$ cat src/rtl/piso_serializer8.sv
// Parallel-in/serial-out stage: accepts a word on a valid/ready handshake and shifts it
// out one bit per clock, optionally followed by an even/odd parity bit.
module piso_serializer8 #(
  parameter int WIDTH     = 8,
  parameter int MSB_FIRST = 0,
  parameter int PARITY    = 0
) (
  input  logic             clk,
  input  logic             rst,
  input  logic [WIDTH-1:0] PI,
  input  logic             in_valid,
  output logic             in_ready,
  input  logic             stall,
  output logic             so,
  output logic             so_valid,
  output logic             last
);

  localparam int N  = WIDTH + ((PARITY != 0) ? 1 : 0);
  localparam int CW = $clog2(WIDTH + 2);

  typedef enum logic {IDLE, SHIFT} state_t;

  state_t           r_state, w_state_nxt;
  logic [WIDTH-1:0] r_shreg;
  logic [CW-1:0]    r_cnt;
  logic             r_par;
  logic             r_so, r_so_valid, r_last;

  logic             w_accept, w_adv, w_done;
  logic [WIDTH-1:0] w_ord;
  logic             w_par;
  logic [CW-1:0]    w_cnt_inc;

  assign in_ready  = (r_state == IDLE) && rst;
  assign so        = r_so;
  assign so_valid  = r_so_valid;
  assign last      = r_last;
  assign w_cnt_inc = r_cnt + CW'(1);
  assign w_par     = (PARITY == 2) ? ~^PI : ^PI;

  // Word is stored in transmit order so the shifter always emits from bit 0.
  always_comb begin
    w_ord = PI;
    if (MSB_FIRST != 0) begin
      for (int i = 0; i < WIDTH; i++) w_ord[i] = PI[WIDTH-1-i];
    end
  end

  always_ff @(posedge clk) begin
    if (!rst) r_state <= IDLE;
    else      r_state <= w_state_nxt;
  end

  always_comb begin
    w_state_nxt = r_state;
    w_accept    = 1'b0;
    w_adv       = 1'b0;
    w_done      = 1'b0;
    case (r_state)
      IDLE: begin
        if (in_valid && in_ready) begin
          w_accept    = 1'b1;
          w_state_nxt = SHIFT;
        end
      end
      SHIFT: begin
        if (!stall) begin
          if (r_last) begin
            w_done      = 1'b1;
            w_state_nxt = IDLE;
          end else begin
            w_adv = 1'b1;
          end
        end
      end
      default: w_state_nxt = IDLE;
    endcase
  end

  // so always mirrors r_shreg[0] for data bits; the parity bit follows the data.
  always_ff @(posedge clk) begin
    if (!rst) begin
      r_shreg    <= '0;
      r_cnt      <= '0;
      r_par      <= 1'b0;
      r_so       <= 1'b0;
      r_so_valid <= 1'b0;
      r_last     <= 1'b0;
    end else if (w_accept) begin
      r_shreg    <= w_ord;
      r_par      <= w_par;
      r_cnt      <= '0;
      r_so       <= w_ord[0];
      r_so_valid <= 1'b1;
      r_last     <= 1'b0;
    end else if (w_adv) begin
      r_shreg    <= r_shreg >> 1;
      r_cnt      <= w_cnt_inc;
      r_so       <= (w_cnt_inc < CW'(WIDTH)) ? r_shreg[1] : r_par;
      r_last     <= (w_cnt_inc == CW'(N - 1));
    end else if (w_done) begin
      r_cnt      <= '0;
      r_so       <= 1'b0;
      r_so_valid <= 1'b0;
      r_last     <= 1'b0;
    end
  end

endmodule

$ cat config.mk
export PLATFORM = sky130hd
export DESIGN_NAME = piso_serializer8
export DESIGN_NICKNAME = d
export VERILOG_FILES = /design/src/rtl/piso_serializer8.sv
export SDC_FILE = /design/constraint.sdc
export NUM_CORES = 1
export LEC_CHECK = 0
export CAP_MARGIN = 25
export CORE_MARGIN = 10
export CORE_UTILIZATION = 52
export DETAILED_ROUTE_END_ITERATION = 8
export PLACE_DENSITY = 0.84
export SKIP_CTS_REPAIR_TIMING = 1
export SYNTH_ARGS = -nofsm -noshare
export SYNTH_HDL_FRONTEND = slang
export SYNTH_SLANG_ARGS = --single-unit
export TNS_END_PERCENT = 50
$ cat constraint.sdc
create_clock -name clk -period 3.5 [get_ports clk]
set_input_delay 0.525 -clock clk [delete_from_list [all_inputs] [get_ports clk]]
set_output_delay 0.525 -clock clk [all_outputs]
set_load 0.01 [all_outputs]
==> results of run 1 <==
cell usage after synthesis:
master | number | area (um2)
nand2b_1 | 3 | 18.8
clkinv_1 | 1 | 3.75
ha_1 | 2 | 25.0
o21ai_0 | 2 | 10.0
nor3_1 | 1 | 5.00
mux2i_1 | 2 | 20.0
xor2_1 | 2 | 17.5
dfxtp_1 | 16 | 320
nand3b_1 | 1 | 7.51
nor2_4 | 1 | 11.3
a22oi_1 | 8 | 60.1
buf_6 | 2 | 22.5
inv_1 | 1 | 3.75
nand4_1 | 1 | 6.26
nand2_1 | 13 | 48.8
and2b_2 | 2 | 17.5
and3b_2 | 1 | 10.0
nor2_1 | 6 | 22.5
o22ai_1 | 1 | 6.26
xnor2_1 | 7 | 61.3
nand3_1 | 1 | 5.00
nor3b_4 | 1 | 18.8
a21oi_1 | 13 | 65.1
per-stage QoR:
stage	hold slack, ns	setup WS (ns)
final	0.456	0.874
after global routing	0.476	0.757
after CTS	0.460	0.870
after detailed placement	0.448	0.882
after global placement	0.443	0.943
after floorplan	0.434	2.08
how the worst min path moves through the flow:
stage,from,end,slack [ns]
floorplan,r_par$_SDFFE_PN0P_,r_par$_SDFFE_PN0P_,0.43
global placement,r_shreg[4]$_SDFFE_PN0P_,r_shreg[4]$_SDFFE_PN0P_,0.44
detailed placement,r_shreg[5]$_SDFFE_PN0P_,r_shreg[5]$_SDFFE_PN0P_,0.45
CTS,r_shreg[5]$_SDFFE_PN0P_,r_shreg[5]$_SDFFE_PN0P_,0.46
global route,r_shreg[2]$_SDFFE_PN0P_,r_shreg[2]$_SDFFE_PN0P_,0.48
finish,r_shreg[5]$_SDFFE_PN0P_,r_shreg[5]$_SDFFE_PN0P_,0.46
cell families (layout without fill, tap and decap cells):
kind of cell	Yosys count	after routing	share of synthesized area
simple gates	31	31	0.218
compound gates	24	24	0.180
flops	16	16	0.407
xor+xnor	9	9	0.100
buf+inv	4	20	0.0381
fa+ha+maj	2	2	0.0318
mux	2	2	0.0254
area by class of cell:
cell class,instances,share of cell area
Clock buffer,3,0.0236
Sequential cell,16,0.335
Timing Repair Buffer,15,0.157
Multi-Input combinational cell,68,0.457
Tap cell,15,0.0196
Inverter,2,0.00785
critical path, delay by kind of cell:
| family | cells | cell delay [ns] |
|---|---|---|
| simple gates | 1 | 0.17 |
| buf+inv | 3 | 1.40 |
state kept, by name (all words and copies together), names as in the netlist:
register,count
r_shreg,7
last,1
r_state,1
so,1
so_valid,1
r_cnt,4
r_par,1
power by group through the flow:
stage | clock network (uW) | logic (uW) | registers, uW
after floorplan | 0 | 40.5 | 200
after global placement | 0 | 65.8 | 200
after detailed placement | 0 | 66.4 | 200
after CTS | 98.7 | 68.3 | 196
after global routing | 104 | 73.6 | 197
final | 96.1 | 67.6 | 196
routing by layer:
metal | wire length (um) | GRT usage
met3 | 127 | 0.0515
met4 | 25 | 0.0393
met5 | 0 | 0
met1 | 718 | 0.115
met2 | 767 | 0.146
==> results.cfg, run 1 <==
[placement]
placed_cells = 116
dp_hpwl_um = 1250
port_buffers = 15
place.gp.congestion = 0.750
placed_cell_area_um2 = 933

[clocking]
cts_buffers = 3
htree_num_levels = 1
cts_sinks = 16
insertion_delay_ns = 0.29
clk_pin_slew_ns = 0.08
cts_buffer_depth = 2
cts_tree = done
cts-root-buf = clkbuf_4

[cells_and_area]
fin_area_um2 = 956
fin_nets = 120
diodes = 0
layout_common_cells = dfxtp_1, clkdlybuf4s50_1, nand2_1, a21oi_1, a22oi_1
fillCellCount = 105
seq_area_um2 = 320
layout_commonest_cell = dfxtp_1
post-route-util = 0.700
areaGrowthSynthToFinish_pct = 21.5
finish.cell_count_without_fillers = 119
layout-drive-gt1-share = 0.0769
multiInputGateArea_um2 = 437

[timing]
layout_min_cycle_time_ns = 2.63
worst_slew_pin_slew_ns = 0.559
final-hold-violation-count = 0
drv_slew = 0
skew_ns = 0.00421
fin_tns_setup_ns = 0
post-route-period-util = 0.750
fmax_mhz = 381
rsz0062_at_grt = no
setup_viol = 0
maxSlewHeadroom = 0.627

[routing]
drt_iter0_drc = 30
drt_drc_violations_left = 0
wl_um = 1640
dr.pass1.iters = 4
routedWlPerCell_um = 13.8
final_antenna_net_count = 0
via_per_inst = 5.61
dr_total_vias = 667

[setup_path]
cp-end-kind = output port
r2r-end = r_shreg[7]$_SDFFE_PN0P_
cp-start-kind = primary input
r2r_setup_slack_ns = 2.12
r2r_cells = 4
worstPathArrival_ns = 2.10
slowest_stage = clkdlybuf4s50_1
startpoint = rst
cp_slowest_stage_delay_ns = 0.57
crit_path_cell_trace = clkdlybuf4s50_1 > clkinv_1 > nor2_1 > clkdlybuf4s50_1
cpMostUsedCell = clkdlybuf4s50_1
crit_type = in2out
worstPathMaxFanout = 10
crit_end = in_ready
required_ns = 2.97
r2r_start = r_state$_SDFF_PN0_

[synth]
ys_seq_elements = 16
netlist_instances = 88
yosys_warnings = 0
synth_nets = 102
syn_area_per_cell_um2 = 8.94
yosysUniqueCellTypes = 23
yosysSeqAreaShare = 0.407
synth_area_um2 = 787

[power]
power_uw = 359
pwr-share-clk = 0.267
switching_power_uw = 93.5
comb_power_share = 0.188
power_density_mw_per_mm2 = 376
max-vdd-ir-drop_mv = 0.205
p_int_uw = 266
leakage_uw = 0.000336
switching_share = 0.260
p_seq_frac = 0.545

[grt]
grt-ovfl-total = 0
antenna_found_initial = 0
grt_max_degree = 13
grt_pass1_wl_um = 2680
first_global_vias = 610
track_usage = 0.0980

[floorplan]
die_y_um = 58.9
die_area_mm2 = 0.00347
die-width_um = 58.9
start_util = 0.576
io_pins = 16
row_count = 13
core_area_mm2 = 0.00137

[worst_hold_path]
hp-class = reg2reg
min_path_cells = 2

[status]
status = finished clean

[job]
timing.max_cap.violations = 0
(Power assumes the default switching activity.)
==> inputs of run 2 (changes only) <==
--- a/config.mk
+++ b/config.mk
@@ -7,9 +7,9 @@
 export LEC_CHECK = 0
 export CAP_MARGIN = 25
 export CORE_MARGIN = 10
-export CORE_UTILIZATION = 52
+export CORE_UTILIZATION = 48
 export DETAILED_ROUTE_END_ITERATION = 8
-export PLACE_DENSITY = 0.84
+export PLACE_DENSITY = 0.78
 export SKIP_CTS_REPAIR_TIMING = 1
 export SYNTH_ARGS = -nofsm -noshare
 export SYNTH_HDL_FRONTEND = slang
==> constraint.sdc (replaced) <==
create_clock -name clk -period 2.7 [get_ports clk]
set_input_delay 0.405 -clock clk [delete_from_list [all_inputs] [get_ports clk]]
set_output_delay 0.405 -clock clk [all_outputs]
set_load 0.01 [all_outputs]
==> run 2 against run 1 <==
  * Via count rose by 1.2%
  * Register-to-register slack worse by 0.80 ns
  * Sequential cell count unchanged
  * First-iteration DRC count down 50%
  * Combinational power increased by 28%
  * Routed wire length is 5.0% higher
  * Core utilization fell by 5.8 points
  * Clock power grew 66%
  * Sequential share of layout area decreased by 0.77 points
  * Largest cell class unchanged
==> results.cfg, run 2 (synthesis results as in run 1) <==
[routing]
wl_um = 1720
via_per_inst = 5.53
routedWlPerCell_um = 14.1
drt_drc_violations_left = 0
dr_total_vias = 675
final_antenna_net_count = 0
drt_iter0_drc = 15
dr.pass1.iters = 5

[cells_and_area]
layout_commonest_cell = dfxtp_1
diodes = 0
largest_register = r_shreg
layout_common_cells = dfxtp_1, clkdlybuf4s50_1, nand2_1, a21oi_1, a22oi_1
layout-drive-gt1-share = 0.0943
reg_top3 = r_shreg: 7 flops, r_cnt: 4 flops
finish.cell_count_without_fillers = 122
largest_reg_flops = 7
fin_nets = 121
areaGrowthSynthToFinish_pct = 24.3

[clocking]
clk_pin_slew_ns = 0.09
insertion_delay_ns = 0.29
cts_buffer_depth = 2
cts_sinks = 16
cts-root-buf = clkbuf_4
cts_tree = done
cts_buffers = 3
htree_num_levels = 1

[setup_path]
slowest_stage = clkdlybuf4s50_1
worstPathArrival_ns = 1.74
crit_path_cell_trace = clkdlybuf4s50_1 > clkinv_1 > nor2_1 > clkdlybuf4s50_1
crit_type = in2out
critPathTopFamily = buffers and inverters
worstPathMaxFanout = 6
r2r_setup_slack_ns = 1.32
cp-end-kind = output port
required_ns = 2.30
worst-path-buf-inv = 3
cp-start-kind = primary input
cp_slowest_stage_delay_ns = 0.56
cpMostUsedCell = clkdlybuf4s50_1

[placement]
place.gp.congestion = 0.766
dp_hpwl_um = 1310
port_buffers = 15
pre_cts_slack_ns = 0.565
placed_cells = 118

[timing]
final-hold-violation-count = 0
worst_slew_pin_slew_ns = 0.558
fmax_mhz = 467
layout_min_cycle_time_ns = 2.14
skew_ns = 0.00719
setup_viol = 0
drv_slew = 0
maxSlewHeadroom = 0.628
post-route-period-util = 0.793
rsz0062_at_grt = no
fin_tns_setup_ns = 0
postLayoutSetupSlackWorst_ns = 0.559

[floorplan]
die-width_um = 60.5
row_count = 14
io_pins = 16
die_y_um = 60.5
start_util = 0.516
core_area_mm2 = 0.00152
die_area_mm2 = 0.00366

[job]
timing.max_cap.violations = 0

[grt]
grt_pass1_wl_um = 2940
first_global_vias = 688
grt_max_degree = 13
antenna_found_initial = 0
grt-ovfl-total = 0
track_usage = 0.102

[power]
power_density_mw_per_mm2 = 511
power_uw = 500
leakage_uw = 0.000348
max-vdd-ir-drop_mv = 0.290

[status]
status = finished clean

[worst_hold_path]
hp-class = reg2reg
==> run 2: changes by cell type in the layout (fill, tap and decap cells not counted) <==
cell      change
buf_4         +1
clkbuf_8      +1
==> run 2: area by class of cell <==
type	instances	area, um2
Clock buffer	4	36.3
Fill cell	128	546
Inverter	2	7.51
Tap cell	16	20.0
Sequential cell	16	320
Timing Repair Buffer	16	158
Multi-Input combinational cell	68	437
==> run 2: path summary, 6_finish.rpt <==
| kind | endpoint | cells past startpoint | startpoint |
|---|---|---|---|
| worst max-delay path | in_ready | 4 | rst |
| worst max register to register | r_shreg[7]$_SDFFE_PN0P_ | 4 | r_state$_SDFF_PN0_ |
| worst min register to register | r_shreg[4]$_SDFFE_PN0P_ | 2 | r_shreg[4]$_SDFFE_PN0P_ |
| worst min-delay path | r_shreg[4]$_SDFFE_PN0P_ | 2 | r_shreg[4]$_SDFFE_PN0P_ |
==> run 2: through the flow <==
step                      hold slack (ns)  cell area (um2)  utilization
after floorplan                     0.434              787            -
after global placement              0.444              942        0.618
after CTS                           0.466              978        0.642
after global routing                0.496              978        0.642
after detailed placement            0.452              942        0.618
final                               0.466              978        0.642
==> run 2: layer usage <==
metal / wire length, um / share of wire / GRT usage / up-vias
met4: 10 / 0.0058 / 0.0470 / 0
met2: 858 / 0.50 / 0.163 / 19
met1: 756 / 0.44 / 0.121 / 314
met3: 95 / 0.055 / 0.0313 / 2
met5: 0 / 0 / 0 / -
li1: - / - / - / 340
==> run 2: report_power, final <==
part	total, uW	switching (uW)	leakage (uW)	internal, uW
logic	86.3	39.5	0.000197	46.8
registers	254	7.13	0.000130	247
clock network	160	77.8	0.0000210	82.0
total	500	124	0.000348	376
==> run 2: tightest hold or removal path: cells and delay by family, from the launching register on <==
family	cells	cell delay, ns
flops	1	0.32
simple gates	1	0.05
compound gates	1	0.05
==> inputs of run 3 (changes only) <==
==> constraint.sdc (replaced) <==
create_clock -name clk -period 2.1 [get_ports clk]
set_input_delay 0.315 -clock clk [delete_from_list [all_inputs] [get_ports clk]]
set_output_delay 0.315 -clock clk [all_outputs]
set_load 0.01 [all_outputs]
==> run 3 against run 2 <==
  * Sequential power increased by 29%
  * Global-route usage about the same
  * Count of clock-buffer cells in the layout unchanged
  * Core utilization increased by 0.99 points
  * Highest routed layer unchanged
  * Combinational power increased by 31%
  * Clock skew decreased by 0.0058 ns
  * Sequential share of layout area decreased by 0.49 points
==> results.cfg, run 3 (synthesis results as in run 1) <==
[status]
status = finished clean

[clocking]
cts_buffer_depth = 2
cts_sinks = 16
htree_num_levels = 1
cts-root-buf = clkbuf_4
clk_pin_slew_ns = 0.09
cts_buffers = 3
cts_tree = done
insertion_delay_ns = 0.29

[cells_and_area]
diodes = 0
fin_area_um2 = 993
fillCellCount = 140
largest_register = r_shreg
fin_nets = 123
layout_common_cells = dfxtp_1, clkdlybuf4s50_1, nand2_1, a21oi_1, a22oi_1
largest_reg_flops = 7
layout-drive-gt1-share = 0.111
multiInputGateArea_um2 = 437
areaGrowthSynthToFinish_pct = 26.2
seq_area_um2 = 320
layout_commonest_cell = dfxtp_1
reg_top3 = r_shreg: 7 flops, r_cnt: 4 flops

[grt]
antenna_found_initial = 0
track_usage = 0.102
grt_pass1_wl_um = 2890
first_global_vias = 651
grt_max_degree = 13
grt-ovfl-total = 0

[worst_hold_path]
min_path_cells = 2
hold-path-endpoint = r_shreg[6]$_SDFFE_PN0P_
hold_start = r_shreg[6]$_SDFFE_PN0P_
hp-class = reg2reg

[timing]
setup_viol = 0
hold_slack_ns = 0.460
layout_min_cycle_time_ns = 1.82
post-route-period-util = 0.865
fin_tns_setup_ns = 0
drv_slew = 0
maxSlewHeadroom = 0.793
rsz0062_at_grt = no
worst_slew_pin_slew_ns = 0.311
final-hold-violation-count = 0
skew_ns = 0.00136
fmax_mhz = 550

[routing]
final_antenna_net_count = 0
routedWlPerCell_um = 14.1
via_per_inst = 5.48
drt_drc_violations_left = 0
drt_iter0_drc = 11
wl_um = 1740
dr_total_vias = 679
dr.pass1.iters = 4

[setup_path]
worstPathMaxFanout = 2
r2r_cells = 5
r2r_start = r_state$_SDFF_PN0_
required_ns = 1.78
worstPathArrival_ns = 1.50
crit_path_cell_trace = clkdlybuf4s50_1 > clkinv_1 > nor2_1 > clkdlybuf4s50_1
cpMostUsedCell = clkdlybuf4s50_1
cp-end-kind = output port
r2r-end = r_shreg[7]$_SDFFE_PN0P_
slowest_stage = clkdlybuf4s50_1
crit_type = in2out
cp-start-kind = primary input
cp_slowest_stage_delay_ns = 0.55
r2r_setup_slack_ns = 0.85

[placement]
place.gp.congestion = 0.754
placed_cell_area_um2 = 957
port_buffers = 15
dp_hpwl_um = 1360

[floorplan]
die-width_um = 60.5
die_area_mm2 = 0.00366
io_pins = 16
row_count = 14
start_util = 0.516
core_area_mm2 = 0.00152
die_y_um = 60.5

[power]
max-vdd-ir-drop_mv = 0.473
power_density_mw_per_mm2 = 651
leakage_uw = 0.000358

[job]
timing.max_cap.violations = 0
[run 3: cell types whose count changed in the layout (fill, tap and decap cells not counted)]
cell / before / now
buf_4: 1 / 3
[run 3: worst max-delay path by stage]
stage	startpoint	to	slack [ns]	depth (start not counted)
floorplan	r_state$_SDFF_PN0_	so$_SDFFE_PN0P_	0.98	4
global placement	rst	in_ready	0.29	4
detailed placement	rst	in_ready	0.26	4
CTS	rst	in_ready	0.26	4
global route	rst	in_ready	0.20	4
finish	rst	in_ready	0.28	4
[run 3: worst max-delay path: cells and delay by family]
| kind | cells | cell delay (ns) |
|---|---|---|
| simple gates | 1 | 0.08 |
| buf+inv | 3 | 1.11 |
[run 3: layout make-up]
class / count / area share
timing repair buffer: 18 / 0.174
sequential: 16 / 0.322
clock buffer: 4 / 0.0365
multi-input combinational: 68 / 0.440
inverter: 2 / 0.00756
tap: 16 / 0.0202
[run 3: power breakdown]
part / leakage [uW] / internal [uW] / switching [uW]
clock: 0.0000210 / 106 / 102
sequential: 0.000130 / 318 / 9.23
combinational: 0.000207 / 62.5 / 50.5
total: 0.000358 / 486 / 161
[run 3: metal layers]
layer,track usage,routed length [um],vias up
li1,-,-,345
met3,0.0480,93,4
met1,0.117,764,316
met2,0.163,858,14
met4,0.0376,27,0
met5,0,0,-
[run 3: stage by stage]
stage / instances / util / worst slack (ns) / power [uW]
floorplan: 88 / - / 0.978 / 400
global placement: 120 / 0.628 / 0.293 / 444
detailed placement: 120 / 0.628 / 0.264 / 448
CTS: 124 / 0.652 / 0.264 / 654
global route: 124 / 0.652 / 0.198 / 679
finish: 124 / 0.652 / 0.283 / 647
